File: src/rtl/alu_pkg.sv
`default_nettype none
// ============================================================================
//  Module      : alu_pkg
//  Description : Shared constants and types for the ALU / mul-div unit:
//                ALUCtrl codes, funct and ALUOp encodings, engine state enum.
//  Revision    : 1.0 - initial release
// ============================================================================
package alu_pkg;

    // ALUCtrl codes driven by the decoder
    localparam logic [3:0] c_ctrl_and = 4'b0000;
    localparam logic [3:0] c_ctrl_or  = 4'b0001;
    localparam logic [3:0] c_ctrl_add = 4'b0010;
    localparam logic [3:0] c_ctrl_sub = 4'b0110;
    localparam logic [3:0] c_ctrl_slt = 4'b0111;
    localparam logic [3:0] c_ctrl_nor = 4'b1100;

    // R-type funct field values
    localparam logic [5:0] c_fn_add   = 6'b100000;
    localparam logic [5:0] c_fn_sub   = 6'b100010;
    localparam logic [5:0] c_fn_and   = 6'b100100;
    localparam logic [5:0] c_fn_or    = 6'b100101;
    localparam logic [5:0] c_fn_nor   = 6'b100111;
    localparam logic [5:0] c_fn_slt   = 6'b101010;
    localparam logic [5:0] c_fn_mfhi  = 6'b010000;
    localparam logic [5:0] c_fn_mflo  = 6'b010010;
    localparam logic [5:0] c_fn_mult  = 6'b011000;
    localparam logic [5:0] c_fn_multu = 6'b011001;
    localparam logic [5:0] c_fn_div   = 6'b011010;
    localparam logic [5:0] c_fn_divu  = 6'b011011;

    // ALUOp encodings from the main control unit
    localparam logic [1:0] c_op_add   = 2'b00;
    localparam logic [1:0] c_op_sub   = 2'b01;
    localparam logic [1:0] c_op_funct = 2'b10;
    localparam logic [1:0] c_op_or    = 2'b11;

    // Iterative engine state
    typedef enum logic [1:0] {
        IDLE = 2'd0,
        RUN  = 2'd1,
        FIX  = 2'd2
    } state_t;

endpackage
`default_nettype wire

File: src/rtl/alu_ctrl_decode.sv
`default_nettype none
// ============================================================================
//  Module      : alu_ctrl_decode
//  Description : Combinational ALUOp/funct decoder. Produces the ALUCtrl code
//                and op-class flags (basic, mfhi, mflo, mul, div, signed,
//                illegal).
//  Revision    : 1.0 - initial release
// ============================================================================
module alu_ctrl_decode
    import alu_pkg::*;
(
    input  logic [1:0] ALUOp,
    input  logic [5:0] funct,
    output logic [3:0] alu_ctrl,
    output logic       is_basic,
    output logic       is_mfhi,
    output logic       is_mflo,
    output logic       is_mul,
    output logic       is_div,
    output logic       is_signed,
    output logic       is_illegal
);

    // Decode op class; funct only matters when ALUOp selects it
    always_comb begin
        alu_ctrl   = c_ctrl_add;
        is_basic   = 1'b0;
        is_mfhi    = 1'b0;
        is_mflo    = 1'b0;
        is_mul     = 1'b0;
        is_div     = 1'b0;
        is_signed  = 1'b0;
        is_illegal = 1'b0;
        case (ALUOp)
            c_op_add: begin alu_ctrl = c_ctrl_add; is_basic = 1'b1; end
            c_op_sub: begin alu_ctrl = c_ctrl_sub; is_basic = 1'b1; end
            c_op_or:  begin alu_ctrl = c_ctrl_or;  is_basic = 1'b1; end
            default: begin
                case (funct)
                    c_fn_add:   begin alu_ctrl = c_ctrl_add; is_basic = 1'b1; end
                    c_fn_sub:   begin alu_ctrl = c_ctrl_sub; is_basic = 1'b1; end
                    c_fn_and:   begin alu_ctrl = c_ctrl_and; is_basic = 1'b1; end
                    c_fn_or:    begin alu_ctrl = c_ctrl_or;  is_basic = 1'b1; end
                    c_fn_nor:   begin alu_ctrl = c_ctrl_nor; is_basic = 1'b1; end
                    c_fn_slt:   begin alu_ctrl = c_ctrl_slt; is_basic = 1'b1; end
                    c_fn_mfhi:  is_mfhi = 1'b1;
                    c_fn_mflo:  is_mflo = 1'b1;
                    c_fn_mult:  begin is_mul = 1'b1; is_signed = 1'b1; end
                    c_fn_multu: is_mul = 1'b1;
                    c_fn_div:   begin is_div = 1'b1; is_signed = 1'b1; end
                    c_fn_divu:  is_div = 1'b1;
                    default:    is_illegal = 1'b1;
                endcase
            end
        endcase
    end

endmodule
`default_nettype wire

File: src/rtl/alu_muldiv_unit.sv
`default_nettype none
// ============================================================================
//  Module      : alu_muldiv_unit
//  Description : Execute-stage ALU with registered single-cycle ops plus an
//                iterative shift-add multiplier / restoring divider feeding
//                HI/LO. Start/busy/done handshake.
//                Build option ALU_MULDIV_SIGNED_EN: signed mult/div with a
//                sign fix-up (FIX) state; otherwise mult/div act as
//                multu/divu and HI/LO are written on the last RUN step.
//  Revision    : 1.0 - initial release
// ============================================================================
module alu_muldiv_unit #(
    parameter int WIDTH = 32
) (
    input  logic             clk,
    input  logic             reset,
    input  logic             start,
    input  logic [1:0]       ALUOp,
    input  logic [5:0]       funct,
    input  logic [WIDTH-1:0] a,
    input  logic [WIDTH-1:0] b,
    output logic [WIDTH-1:0] result,
    output logic             zero,
    output logic [WIDTH-1:0] hi,
    output logic [WIDTH-1:0] lo,
    output logic             busy,
    output logic             done,
    output logic             illegal
);
    import alu_pkg::*;

    localparam int CW = $clog2(WIDTH + 1);
    localparam logic [CW-1:0] c_last = CW'(WIDTH - 1);
`ifdef ALU_MULDIV_SIGNED_EN
    localparam logic c_signed_en = 1'b1;
`else
    localparam logic c_signed_en = 1'b0;
`endif

    logic [3:0]       w_ctrl;
    logic             w_is_basic, w_is_mfhi, w_is_mflo, w_is_mul, w_is_div;
    logic             w_is_signed, w_is_illegal;
    logic             w_accept, w_iter_start, w_last, w_sgn;
    logic [WIDTH-1:0] w_alu, w_res, w_mag_a, w_mag_b;
    logic [WIDTH:0]   w_sum, w_rsh;
    logic             w_ge;
    logic [WIDTH-1:0] w_acc_nxt, w_mq_nxt;
    state_t           r_state, w_state_nxt;

    logic [WIDTH-1:0] r_result, r_hi, r_lo, r_acc, r_mq, r_opd, r_opa;
    logic             r_zero, r_done, r_illegal, r_is_div, r_dbz;
    logic [CW-1:0]    r_cnt;
`ifdef ALU_MULDIV_SIGNED_EN
    logic             r_neg_ab, r_neg_a;
    logic [2*WIDTH-1:0] w_prod_fix;
    logic [WIDTH-1:0] w_q_fix, w_r_fix;
`endif

    alu_ctrl_decode u_dec (
        .ALUOp      (ALUOp),
        .funct      (funct),
        .alu_ctrl   (w_ctrl),
        .is_basic   (w_is_basic),
        .is_mfhi    (w_is_mfhi),
        .is_mflo    (w_is_mflo),
        .is_mul     (w_is_mul),
        .is_div     (w_is_div),
        .is_signed  (w_is_signed),
        .is_illegal (w_is_illegal)
    );

    assign result  = r_result;
    assign zero    = r_zero;
    assign hi      = r_hi;
    assign lo      = r_lo;
    assign done    = r_done;
    assign illegal = r_illegal;

    // Single-cycle ALU function and result selection (illegal forces zero)
    always_comb begin
        case (w_ctrl)
            c_ctrl_add: w_alu = a + b;
            c_ctrl_sub: w_alu = a - b;
            c_ctrl_and: w_alu = a & b;
            c_ctrl_or:  w_alu = a | b;
            c_ctrl_nor: w_alu = ~(a | b);
            c_ctrl_slt: w_alu = {{(WIDTH-1){1'b0}}, ($signed(a) < $signed(b))};
            default:    w_alu = '0;
        endcase
        if (w_is_illegal)    w_res = '0;
        else if (w_is_mfhi)  w_res = r_hi;
        else if (w_is_mflo)  w_res = r_lo;
        else if (w_is_basic) w_res = w_alu;
        else                 w_res = '0;
    end

    // Operand magnitudes and one shift-add / restoring-subtract step
    always_comb begin
        w_sgn   = w_is_signed & c_signed_en;
        w_mag_a = (w_sgn && a[WIDTH-1]) ? (~a + 1'b1) : a;
        w_mag_b = (w_sgn && b[WIDTH-1]) ? (~b + 1'b1) : b;
        w_sum   = {1'b0, r_acc} + (r_mq[0] ? {1'b0, r_opd} : '0);
        w_rsh   = {r_acc, r_mq[WIDTH-1]};
        w_ge    = (w_rsh >= {1'b0, r_opd});
        if (r_is_div) begin
            w_acc_nxt = w_ge ? (w_rsh[WIDTH-1:0] - r_opd) : w_rsh[WIDTH-1:0];
            w_mq_nxt  = {r_mq[WIDTH-2:0], w_ge};
        end else begin
            w_acc_nxt = w_sum[WIDTH:1];
            w_mq_nxt  = {w_sum[0], r_mq[WIDTH-1:1]};
        end
    end

`ifdef ALU_MULDIV_SIGNED_EN
    // Sign correction applied in FIX
    always_comb begin
        w_prod_fix = r_neg_ab ? (~{r_acc, r_mq} + 1'b1) : {r_acc, r_mq};
        w_q_fix    = r_neg_ab ? (~r_mq + 1'b1) : r_mq;
        w_r_fix    = r_neg_a  ? (~r_acc + 1'b1) : r_acc;
    end
`endif

    // FSM state register
    always_ff @(posedge clk or posedge reset) begin
        if (reset) r_state <= IDLE;
        else       r_state <= w_state_nxt;
    end

    // FSM next-state logic
    always_comb begin
        w_state_nxt = r_state;
        case (r_state)
            IDLE: if (w_iter_start) w_state_nxt = RUN;
`ifdef ALU_MULDIV_SIGNED_EN
            RUN:  if (w_last) w_state_nxt = FIX;
            FIX:  w_state_nxt = IDLE;
`else
            RUN:  if (w_last) w_state_nxt = IDLE;
`endif
            default: w_state_nxt = IDLE;
        endcase
    end

    // FSM outputs: busy, request acceptance, last iteration marker
    always_comb begin
        busy         = (r_state != IDLE);
        w_accept     = start & (r_state == IDLE);
        w_iter_start = w_accept & (w_is_mul | w_is_div);
        w_last       = (r_state == RUN) && (r_cnt == c_last);
    end

    // Datapath: result/flags, iterative engine registers, HI/LO
    always_ff @(posedge clk or posedge reset) begin
        if (reset) begin
            r_result  <= '0;
            r_zero    <= 1'b1;
            r_hi      <= '0;
            r_lo      <= '0;
            r_done    <= 1'b0;
            r_illegal <= 1'b0;
            r_acc     <= '0;
            r_mq      <= '0;
            r_opd     <= '0;
            r_opa     <= '0;
            r_is_div  <= 1'b0;
            r_dbz     <= 1'b0;
            r_cnt     <= '0;
`ifdef ALU_MULDIV_SIGNED_EN
            r_neg_ab  <= 1'b0;
            r_neg_a   <= 1'b0;
`endif
        end else begin
            r_done    <= 1'b0;
            r_illegal <= 1'b0;
            if (w_iter_start) begin
                r_cnt    <= '0;
                r_acc    <= '0;
                r_mq     <= w_mag_a;
                r_opd    <= w_mag_b;
                r_opa    <= a;
                r_is_div <= w_is_div;
                r_dbz    <= (b == '0);
`ifdef ALU_MULDIV_SIGNED_EN
                r_neg_ab <= w_sgn & (a[WIDTH-1] ^ b[WIDTH-1]);
                r_neg_a  <= w_sgn & a[WIDTH-1];
`endif
            end else if (w_accept) begin
                r_result  <= w_res;
                r_zero    <= (w_res == '0);
                r_done    <= 1'b1;
                r_illegal <= w_is_illegal;
            end
            if (r_state == RUN) begin
                r_cnt <= r_cnt + CW'(1);
                r_acc <= w_acc_nxt;
                r_mq  <= w_mq_nxt;
`ifndef ALU_MULDIV_SIGNED_EN
                if (w_last) begin
                    r_done <= 1'b1;
                    if (r_is_div && r_dbz) begin
                        r_hi <= r_opa;
                        r_lo <= '1;
                    end else begin
                        r_hi <= w_acc_nxt;
                        r_lo <= w_mq_nxt;
                    end
                end
`endif
            end
`ifdef ALU_MULDIV_SIGNED_EN
            if (r_state == FIX) begin
                r_done <= 1'b1;
                if (r_is_div && r_dbz) begin
                    r_hi <= r_opa;
                    r_lo <= '1;
                end else if (r_is_div) begin
                    r_hi <= w_r_fix;
                    r_lo <= w_q_fix;
                end else begin
                    {r_hi, r_lo} <= w_prod_fix;
                end
            end
`endif
        end
    end

endmodule
`default_nettype wire

File: config.mk
export PLATFORM = sky130hd
export DESIGN_NAME = alu_muldiv_unit
export DESIGN_NICKNAME = d
export VERILOG_FILES = /design/src/rtl/alu_pkg.sv /design/src/rtl/alu_ctrl_decode.sv /design/src/rtl/alu_muldiv_unit.sv
export SDC_FILE = /design/constraint.sdc
export NUM_CORES = 1
export LEC_CHECK = 0
export CAP_MARGIN = 20
export CORE_ASPECT_RATIO = 0.75
export CORE_UTILIZATION = 60
export DETAILED_ROUTE_END_ITERATION = 8
export HOLD_SLACK_MARGIN = 0.1
export PLACE_DENSITY = 0.82
export SYNTH_ARGS = -nofsm -noshare
export SYNTH_HDL_FRONTEND = slang
export SYNTH_SLANG_ARGS = --single-unit
File: constraint.sdc
create_clock -name clk -period 9.11 [get_ports clk]
set_clock_uncertainty 0.2 [all_clocks]
set_input_delay 1.3665 -clock clk [delete_from_list [all_inputs] [get_ports clk]]
set_output_delay 1.3665 -clock clk [all_outputs]
set_load 0.01 [all_outputs]
======== Word level (Yosys, flattened, before mapping) ========
Index checks and enable logic that the tools add are counted.
storage, ports and cells
  latch bits .............................. 0
  logic and storage cells ................. 108
  flip-flop bits (word level) ............. 237
  memory bits (read-only) ................. 0
  memories ................................ 0
  bits in writable memories ............... 0
  output and inout port bits .............. 100
cells by class
  magnitude comparators ................... 2
  mux-type cells .......................... 40
  shift operators ......................... 0
  divide/modulo/power cells ............... 0
  bitwise logic cells ..................... 7
  multiply operators ...................... 0
  reduce and logical (&&, ||, !) cells .... 17
  equal/unequal tests ..................... 23
  add/sub/neg operators ................... 5
operator list
  cell                   count
  $mux W32               14
  $pmux W32 S6           1
  $logic_not A32 Y1      2
  $sub A32 B32 Y32       2
  $eq A6 B5 Y1 const B   7
  $eq A6 B6 Y1 const B   6
  $add A32 B32 Y33       1
  $ge A33 B32 Y1         1
  $add A32 B32 Y32       1
  $and A32 B32 Y32       1
  $lt A32 B32 Y1         1
  $not A32 Y32           1
  $or A32 B32 Y32        1
  $pmux W4 S5            1
  $mux W1                18
  $mux W6                2
  $pmux W4 S3            1
  $reduce_or A12 Y1      1
  $eq A4 B3 Y1 const B   2
  $add A6 B1 Y6 const B  1
  $reduce_and A2 Y1      3
  $reduce_or A6 Y1       1
  $eq A2 B1 Y1 const B   2
  $eq A4 B1 Y1 const B   1
  15 further kinds       22

======== Longest topological paths before layout ========
Gate-level depths: netlist of run 1.
  depth in word-level cells ............... 10
  depth in mapped cells ................... 16
  depth with buffers taken out ............ 15

======== Hierarchy ========
A second synthesis of run 1 with hierarchy kept.
second synthesis, totals
  cell total of the unflattened synthesis .. 2,493
  area total of the unflattened synthesis .. 19,819.0 um^2
modules (own cells, without submodules)
  module           seq. area each (um^2)  instances  cells each  area an instance (um^2)
  alu_muldiv_unit  5,906.9                1          2,459       19,601.3
  alu_ctrl_decode  0.0                    1          34          217.7

======== Worst setup path after synthesis of run 1 ========
OpenSTA, ideal clock, no wires.
  path type ............................... input to register
  from .................................... input port a[0]
  to ...................................... register r_zero (netlist: zero)
  data required time ...................... 8.819 ns
  stages .................................. 13
  arrival ................................. 4.286 ns
  path slack .............................. 4.534 ns
  setup time .............................. 0.091 ns
  cells stage by stage .................... ha_1 fa_1 a21o_1 a221o_1 o211ai_1 nand2_1 a211oi_1 o31ai_1 a221oi_1 a22oi_1 a2111oi_0 nand3_1 o31ai_1
between the ends
  longest elaborated chain between the ends .. 8
ends and longest elaborated chain
  element                                                                   RTL line                RTL
  from (decl)                                                               alu_muldiv_unit.sv:20   input logic [WIDTH-1:0] a,
  parallel branches: the longest is 2 deep, another holds $sub A32 B32 Y32  n/a
  $pmux W32 S6 (*)                                                          alu_muldiv_unit.sv:81   case (w_ctrl)
  $mux W32 (*)                                                              alu_muldiv_unit.sv:93   else if (w_is_basic) w_res = w_alu;
  $mux W32 (*)                                                              alu_muldiv_unit.sv:92   else if (w_is_mflo) w_res = r_lo;
  $mux W32 (*)                                                              alu_muldiv_unit.sv:91   else if (w_is_mfhi) w_res = r_hi;
  $mux W32 (*)                                                              alu_muldiv_unit.sv:90   if (w_is_illegal) w_res = '0;
  $logic_not A32 Y1 (*)                                                     alu_muldiv_unit.sv:189  r_zero <= (w_res == '0);
  to (signal assigned)                                                      alu_muldiv_unit.sv:189
  to (decl)                                                                 alu_muldiv_unit.sv:51   logic r_zero, r_done, r_illegal, r_is_div, r_dbz;
Every way passes the cells marked *.
A chain may end at the register's enable or synchronous reset.

======== Worst setup path after layout of run 1 ========
  from .................................... input port b[7]
  to ...................................... register r_zero (netlist: zero)
between the ends
  longest elaborated chain between the ends .. 8
ends and longest elaborated chain
  element                                                                   RTL line                RTL
  from (decl)                                                               alu_muldiv_unit.sv:21   input logic [WIDTH-1:0] b,
  parallel branches: the longest is 2 deep, another holds $sub A32 B32 Y32  n/a
  $pmux W32 S6 (*)                                                          alu_muldiv_unit.sv:81
  $mux W32 (*)                                                              alu_muldiv_unit.sv:93
  $mux W32 (*)                                                              alu_muldiv_unit.sv:92
  $mux W32 (*)                                                              alu_muldiv_unit.sv:91
  $mux W32 (*)                                                              alu_muldiv_unit.sv:90
  $logic_not A32 Y1 (*)                                                     alu_muldiv_unit.sv:189
Marked as above.

==> impl_metrics.csv, run 1 <==
group,metric,value,unit
global_route,grt_pass1_wl,117000,um
critical_path,start_kind,"primary input",
drt,met3_length,9070,um
power,max-vdd-ir-drop,0.000236,V
drt,wire_per_inst,25.7,um
placement,dp_hpwl,58000,um
hold_path,worstHoldPathType,"reg -> reg",
final_layout,filler_cells_inserted,2497,
final_layout,finalInstanceArea,22900,sq um
drt,final_antenna_net_count,0,
timing,report.final.setup_viol,0,
synthesis,yosys.area_share.simple,17.3,%
synthesis,synthMuxAreaShare,4.64,%
hold_path,min_to,"result[23]",
drt,drt-vias-per-instance,6.95,
global_route,grt_start_max_net_pins,99,
drt,initialDrtViolationCount,3161,
final_layout,non_filler_instance_count_after_layout,3014,
cts,clock_insertion_delay_worst_skew,570,ps
critical_path,worst_r2r_path_depth,14,
critical_path,timing.critical_path.mode_cell,"o31ai_1",
power,power_density,224,nW/um^2
timing,final_min_period_over_clock_period,65.2,%
critical_path,critPathCaptureType,"flip-flop",
timing,final-hold-violation-count,0,
critical_path,timing.setup.critical_path_class,"in -> reg",
status,run_status,"complete, no violations",
synthesis,synth_adder_area_share,10.8,%
timing,fin_hold_ws,276,ps
synthesis,postSynthNetCount,2721,
critical_path,worst_ep_arrival_time,6200,ps
power,power_leakage,10.5,nW
final_layout,layout.core_utilization,69.9,%
drt,drc_errors,0,
synthesis,post_synth_xor_area_fraction,3.48,%
hold_path,hold_path_depth,1,
cts,level_count_of_the_clock_h_tree,1,
final_layout,synth_to_final_area_change,13.6,%
synthesis,yosysUniqueCellTypes,92,
timing,slew_margin_rel,24.2,%
die,die_area,34300,sq um
timing,unrepaired_setup_endpoints_after_global_routing,"false",
final_layout,post_route_cells_drive_above_1_share,5.48,%
placement,final_wtd_congestion,1.04,
synthesis,number_of_synthesized_flops_with_an_enable_pin,0,
global_route,first_global_vias,20000,
synthesis,postSynthCellCount,2474,
critical_path,r2r-start,"r_mq[31]",
placement,pre_cts_ws,2750,ps
placement,numPlacedInstances,2967,
drt,wl_met1,30000,um
die,ioPinCount,175,
cts,cts_tree,"yes",
critical_path,worst-r2r-setup-slack,4220,ps
critical_path,crit_path_max_fanout,11,
critical_path,maximum_single_stage_delay_on_the_critical_path,740,ps
die,core.rowCount,57,
drt,drt_pass1_iterations,6,
drt,finalWirelength,77300,um
cts,cts.repair_timing.setup_buffer_count,0,
synthesis,synth_largest_area_cell,"dfrtp_1",
cts,post_cts_resized,0,
drt,top_sig_layer,"met5",
synthesis,synth_area,20200,sq um
drt,met2_wirelength,33800,um
power,finalPower,5.12,mW
critical_path,timing.critical_path.slowest_stage_cell,"clkdlybuf4s50_1",
global_route,global_route.usage.total,44.6,%
global_route,grt_antenna_before_repair,5,
die,dieWidth,214,um
synthesis,yosys_register_bits,236,
drt,vias,21000,
cts,total_cts_buffers,25,
synthesis,main_combinational_cell_family_by_area_after_synthesis,"compound AO/OA/AOI/OAI gates",
placement,placed_area,22100,sq um
synthesis,synthesis.area_per_instance,8.15,sq um
cts,cts.path.max_buffers,3,
timing,fin_tns_setup,0,ps
synthesis,synthFlopType,"dfrtp_1",
synthesis,yosys_warnings,0,
critical_path,critical_path.cell_chain,"clkdlybuf4s50_1 > inv_1 > ha_1 > a21o_1 > or3_1 > o211ai_1 > nand2_1 > a211oi_1 > o31ai_1 > a221oi_1 > a22oi_1 > a2111oi_0 > nand3_1 > o31ai_1",
synthesis,synth_async_sr_flop_share,100,%
cts,cts_hold_buf,0,
timing,period_minus_slack,5940,ps
placement,place.port_buffers,174,
cts,clock-root-buffer,"clkbuf_16",
cts,clk_pin_slew,60,ps
flow_run,timing.max_cap.violations,0,
die,start_util,61.6,%
die,dieHeight,161,um
global_route,globalRoute.totalOverflow,0,
timing,finalWorstSetupSlack,3170,ps
timing,slew_violations,0,
cts,clock_sink_count,236,
final_layout,nets,2800,
timing,worst_pin_slew,1140,ps
critical_path,rr_endpoint,"hi[2]",
die,core_region_area,32700,sq um
timing,timing.fmax,0.168,GHz
synthesis,synth-compound-area-share,28.5,%
synthesis,yosysSeqAreaShare,29.3,%
synthesis,post-synth-top-area-fraction,29.2,%
synthesis,area_contributors_post_synth,"dfrtp_1 (29%), ha_1 (10%), o21ai_0 (5.0%)",
critical_path,critical_path_required,9380,ps
hold_path,hold_path_startpoint,"result[23]",
-- cell families (layout without fill, tap and decap cells) --
logic type               count (synthesis)  in the layout
AO/OA/AOI/OAI                          865            865
other                                    0              1
flip-flops                             236            236
XOR/XNOR                                80             80
AND/OR/NAND/NOR                        728            728
multiplexers                            90             90
buffers and inverters                  303            400
adder cells (fa/ha/maj)                172            172
-- area by class of cell --
cell class	count	area, sq um	share of cell area [%]
well taps	442	553	2.42
multi-input cells	1935	13100	57.2
flip-flops and latches	236	5910	25.8
clock inverters	11	118	0.514
clock buffers	34	669	2.92
inverters	153	582	2.54
repair buffers	202	1970	8.61
diodes	1	2.50	0.0109
-- Yosys cell counts, types with 11 or more instances --
library cell and number:
a211oi_1 38, a211o_1 12, a22oi_1 15, o221ai_1 45, nor2_1 175, nand2b_1 30, mux2i_1 62, o31ai_1 17
nor4_1 19, dfrtp_1 235, xor2_1 24, a21o_1 62, o211ai_1 24, nand2_1 266, a221o_1 17, o22ai_1 38
nor3_1 32, clkbuf_1 120, nor2b_1 25, a31oi_1 58, or3_1 13, and2_1 52, o21a_1 22, a2111oi_0 11
o31a_1 11, buf_2 18, a22o_1 13, xnor2_1 56, inv_1 152, o21bai_1 11, mux2_2 28, o21ai_0 200
nand3_1 30, ha_1 168, nand4_1 18, a221oi_1 16, a21oi_1 174, and3_1 31
-- layer usage --
layer,vias up,track usage [%]
met5,-,0
met4,10,21.9
met3,308,11.0
met2,1456,67.8
met1,9984,59.0
li1,9203,-
-- worst max path at each step --
stage,slack (ps),end,startpoint,cells past startpoint
after floorplan,1070,done,reset,1
after global placement,2680,zero,b[7],14
after detailed placement,2750,zero,b[7],14
after CTS,3300,zero,b[7],14
after global routing,2890,zero,b[7],14
final,3170,zero,b[7],14
-- where the power goes --
part           leakage [nW]  internal, mW  switching (mW)
Sequential             3.03          1.28           0.259
Clock                 0.382         0.574           0.457
Combinational          7.11          1.06            1.49
-- placed cells by master (no fill, tap or decap), drive strengths merged, types with 15 or more instances in the layout --
master and count:
nand2 267, dfrtp 235, o21ai 204, nor2 176, a21oi 174, clkdlybuf4s50 174
ha 168, inv 155, a21o 62, mux2i 62, a31oi 58, xnor2 56
and2 53, o221ai 45, a211oi 39, o22ai 38, clkbuf 34, nor3 32
and3 31, nand2b 30, nand3 30, mux2 28, buf 28, nor2b 25
o211ai 24, xor2 24, o21a 22, nor4 21, nand4 18, o31ai 18
a221o 17, a221oi 16, a22oi 15
-- worst max-delay path: cells and delay by family --
kind            cells  cell delay [ps]
fa+ha+maj           1              480
compound gates      8             2620
buf+inv             2              860
simple gates        3              860
-- flip-flops by register name, summed over array words and instances (netlist names) --
register and cells:
done 1, hi 32, illegal 1, lo 32, r_acc 32, r_cnt 6
r_dbz 1, r_is_div 1, r_mq 32, r_opa 32, r_opd 32, r_state 1
result 32, zero 1
No activity file was read; power rests on OpenSTA's default activity.
==> run 2: changes to the inputs <==
--- a/config.mk
+++ b/config.mk
@@ -7,10 +7,10 @@
 export LEC_CHECK = 0
 export CAP_MARGIN = 20
 export CORE_ASPECT_RATIO = 0.75
-export CORE_UTILIZATION = 60
+export CORE_UTILIZATION = 54
 export DETAILED_ROUTE_END_ITERATION = 8
 export HOLD_SLACK_MARGIN = 0.1
-export PLACE_DENSITY = 0.82
+export PLACE_DENSITY = 0.78
 export SYNTH_ARGS = -nofsm -noshare
 export SYNTH_HDL_FRONTEND = slang
 export SYNTH_SLANG_ARGS = --single-unit
==> constraint.sdc (replaced) <==
create_clock -name clk -period 5.4 [get_ports clk]
set_clock_uncertainty 0.2 [all_clocks]
set_input_delay 0.81 -clock clk [delete_from_list [all_inputs] [get_ports clk]]
set_output_delay 0.81 -clock clk [all_outputs]
set_load 0.01 [all_outputs]
==> impl_metrics.csv, run 2 (synthesis results as in run 1) <==
group,metric,value,unit
status,run_status,"complete, no violations",
die,die_area,38100,sq um
cts,clock-root-buffer,"clkbuf_16",
flow_run,timing.max_cap.violations,0,
drt,vias,21100,
cts,level_count_of_the_clock_h_tree,1,
hold_path,hold_path_depth,2,
timing,worst_pin_slew,1120,ps
global_route,globalRoute.totalOverflow,0,
final_layout,most_common_library_cell_in_the_layout_ignoring_fill_and_taps,"nand2_1",
drt,drt-vias-per-instance,6.66,
critical_path,worst-r2r-setup-slack,460,ps
cts,clock_sink_count,236,
global_route,grt_pass1_wl,119000,um
final_layout,nets,2896,
critical_path,critical_path_required,5670,ps
die,start_util,55.5,%
cts,cts.repair_timing.setup_buffer_count,0,
drt,initialDrtViolationCount,2605,
cts,cts_tree,"yes",
drt,final_antenna_net_count,0,
timing,period_minus_slack,4950,ps
power,finalPower,9.04,mW
power,power_leakage,11.1,nW
global_route,first_global_vias,19900,
critical_path,r2r-start,"r_mq[31]",
critical_path,start_kind,"primary input",
power,max-vdd-ir-drop,0.000304,V
final_layout,synth_to_final_area_change,18.7,%
timing,final_min_period_over_clock_period,91.7,%
die,core.rowCount,60,
critical_path,worst_r2r_path_depth,15,
die,dieHeight,169,um
global_route,global_route.usage.total,40.8,%
global_route,grt_antenna_before_repair,3,
placement,dp_hpwl,60900,um
hold_path,worstHoldPathType,"reg -> reg",
die,ioPinCount,175,
power,power_density,378,nW/um^2
drt,drc_errors,0,
timing,fin_tns_setup,0,ps
timing,report.final.setup_viol,0,
timing,slew_violations,0,
timing,unrepaired_setup_endpoints_after_global_routing,"false",
placement,place.port_buffers,174,
final_layout,post_route_cells_drive_above_1_share,9.18,%
critical_path,timing.setup.critical_path_class,"in -> reg",
timing,final-hold-violation-count,0,
critical_path,worst_ep_arrival_time,5220,ps
drt,wire_per_inst,25.1,um
cts,clk_pin_slew,70,ps
die,core_region_area,36300,sq um
global_route,grt_start_max_net_pins,103,
hold_path,hold_path_startpoint,"zero",
cts,cts.path.max_buffers,3,
critical_path,rr_endpoint,"r_acc[24]",
timing,slew_margin_rel,24.8,%
critical_path,critPathCaptureType,"flip-flop",
critical_path,crit_path_max_fanout,4,
cts,total_cts_buffers,26,
placement,final_wtd_congestion,1.03,
timing,timing.fmax,0.202,GHz
drt,finalWirelength,79500,um
cts,post_cts_resized,0,
hold_path,min_to,"zero",
die,dieWidth,225,um
cts,cts_hold_buf,0,
final_layout,layout_common_cells,"nand2_1 (265), dfrtp_1 (234), o21ai_0 (200)",
drt,drt_pass1_iterations,7,
timing,fin_hold_ws,272,ps
cts,clock_insertion_delay_worst_skew,570,ps
-- run 2: cell count changes in the layout (fill, tap and decap cells not counted), sizes merged --
cell	delta
buf	+95
inv	+1
clkinv	-3
clkbuf	+1
clkinvlp	+1
bufinv	+3
-- run 2: worst max-delay path by stage --
stage / end / slack (ps) / start / cells after the start
after global routing: zero / 200 / a[0] / 16
final: zero / 450 / a[0] / 14
after CTS: zero / 640 / a[0] / 16
after global placement: zero / 210 / a[1] / 16
after detailed placement: zero / 110 / a[0] / 16
after floorplan: done / 1300 / reset / 1
-- run 2: routing by layer --
| layer | vias to the layer above | global-route usage [%] | part of all wire, % | routed length (um) |
|---|---|---|---|---|
| met3 | 272 | 8.80 | 11 | 8470 |
| li1 | 9395 | - | - | - |
| met2 | 1321 | 61.7 | 43 | 33800 |
| met5 | - | 0 | 0.034 | 27 |
| met4 | 4 | 21.4 | 6.2 | 4900 |
| met1 | 10100 | 54.8 | 41 | 32300 |
-- run 2: critical path, cell delays in order --
cell	delay (ps)
clkdlybuf4s50_1	450
ha_1	290
fa_1	450
a21o_1	200
a221o_1	330
o211ai_1	550
nand2_1	270
a211oi_1	460
o31ai_1	140
a221oi_1	290
a22oi_1	150
a2111oi_0	420
nand3_1	130
o31ai_1	240
-- run 2: report_power, final --
| part | switching (mW) | internal (mW) | total [mW] |
|---|---|---|---|
| Sequential | 0.441 | 2.16 | 2.60 |
| Combinational | 2.51 | 1.85 | 4.37 |
| Clock | 0.825 | 1.24 | 2.07 |
-- run 2: through the flow --
step / setup slack, ps / instance area [sq um] / util, % / cells
2_1_floorplan: 1300 / 20200 / - / 2474
3_3_place_gp: 212 / 22900 / 63.1 / 3117
3_5_place_dp: 109 / 22900 / 63.1 / 3117
4_1_cts: 637 / 23900 / 65.8 / 3165
5_1_grt: 203 / 23900 / 65.8 / 3166
6_report: 450 / 23900 / 65.8 / 3166
-- run 2: final cells by class --
type / instances / area, sq um
fill: 3054 / 12400
multi-input combinational: 1935 / 13100
tap: 496 / 621
inverter: 153 / 578
antenna: 1 / 2.50
timing repair buffer: 297 / 2740
clock buffer: 35 / 766
clock inverter: 13 / 216
sequential: 236 / 5910
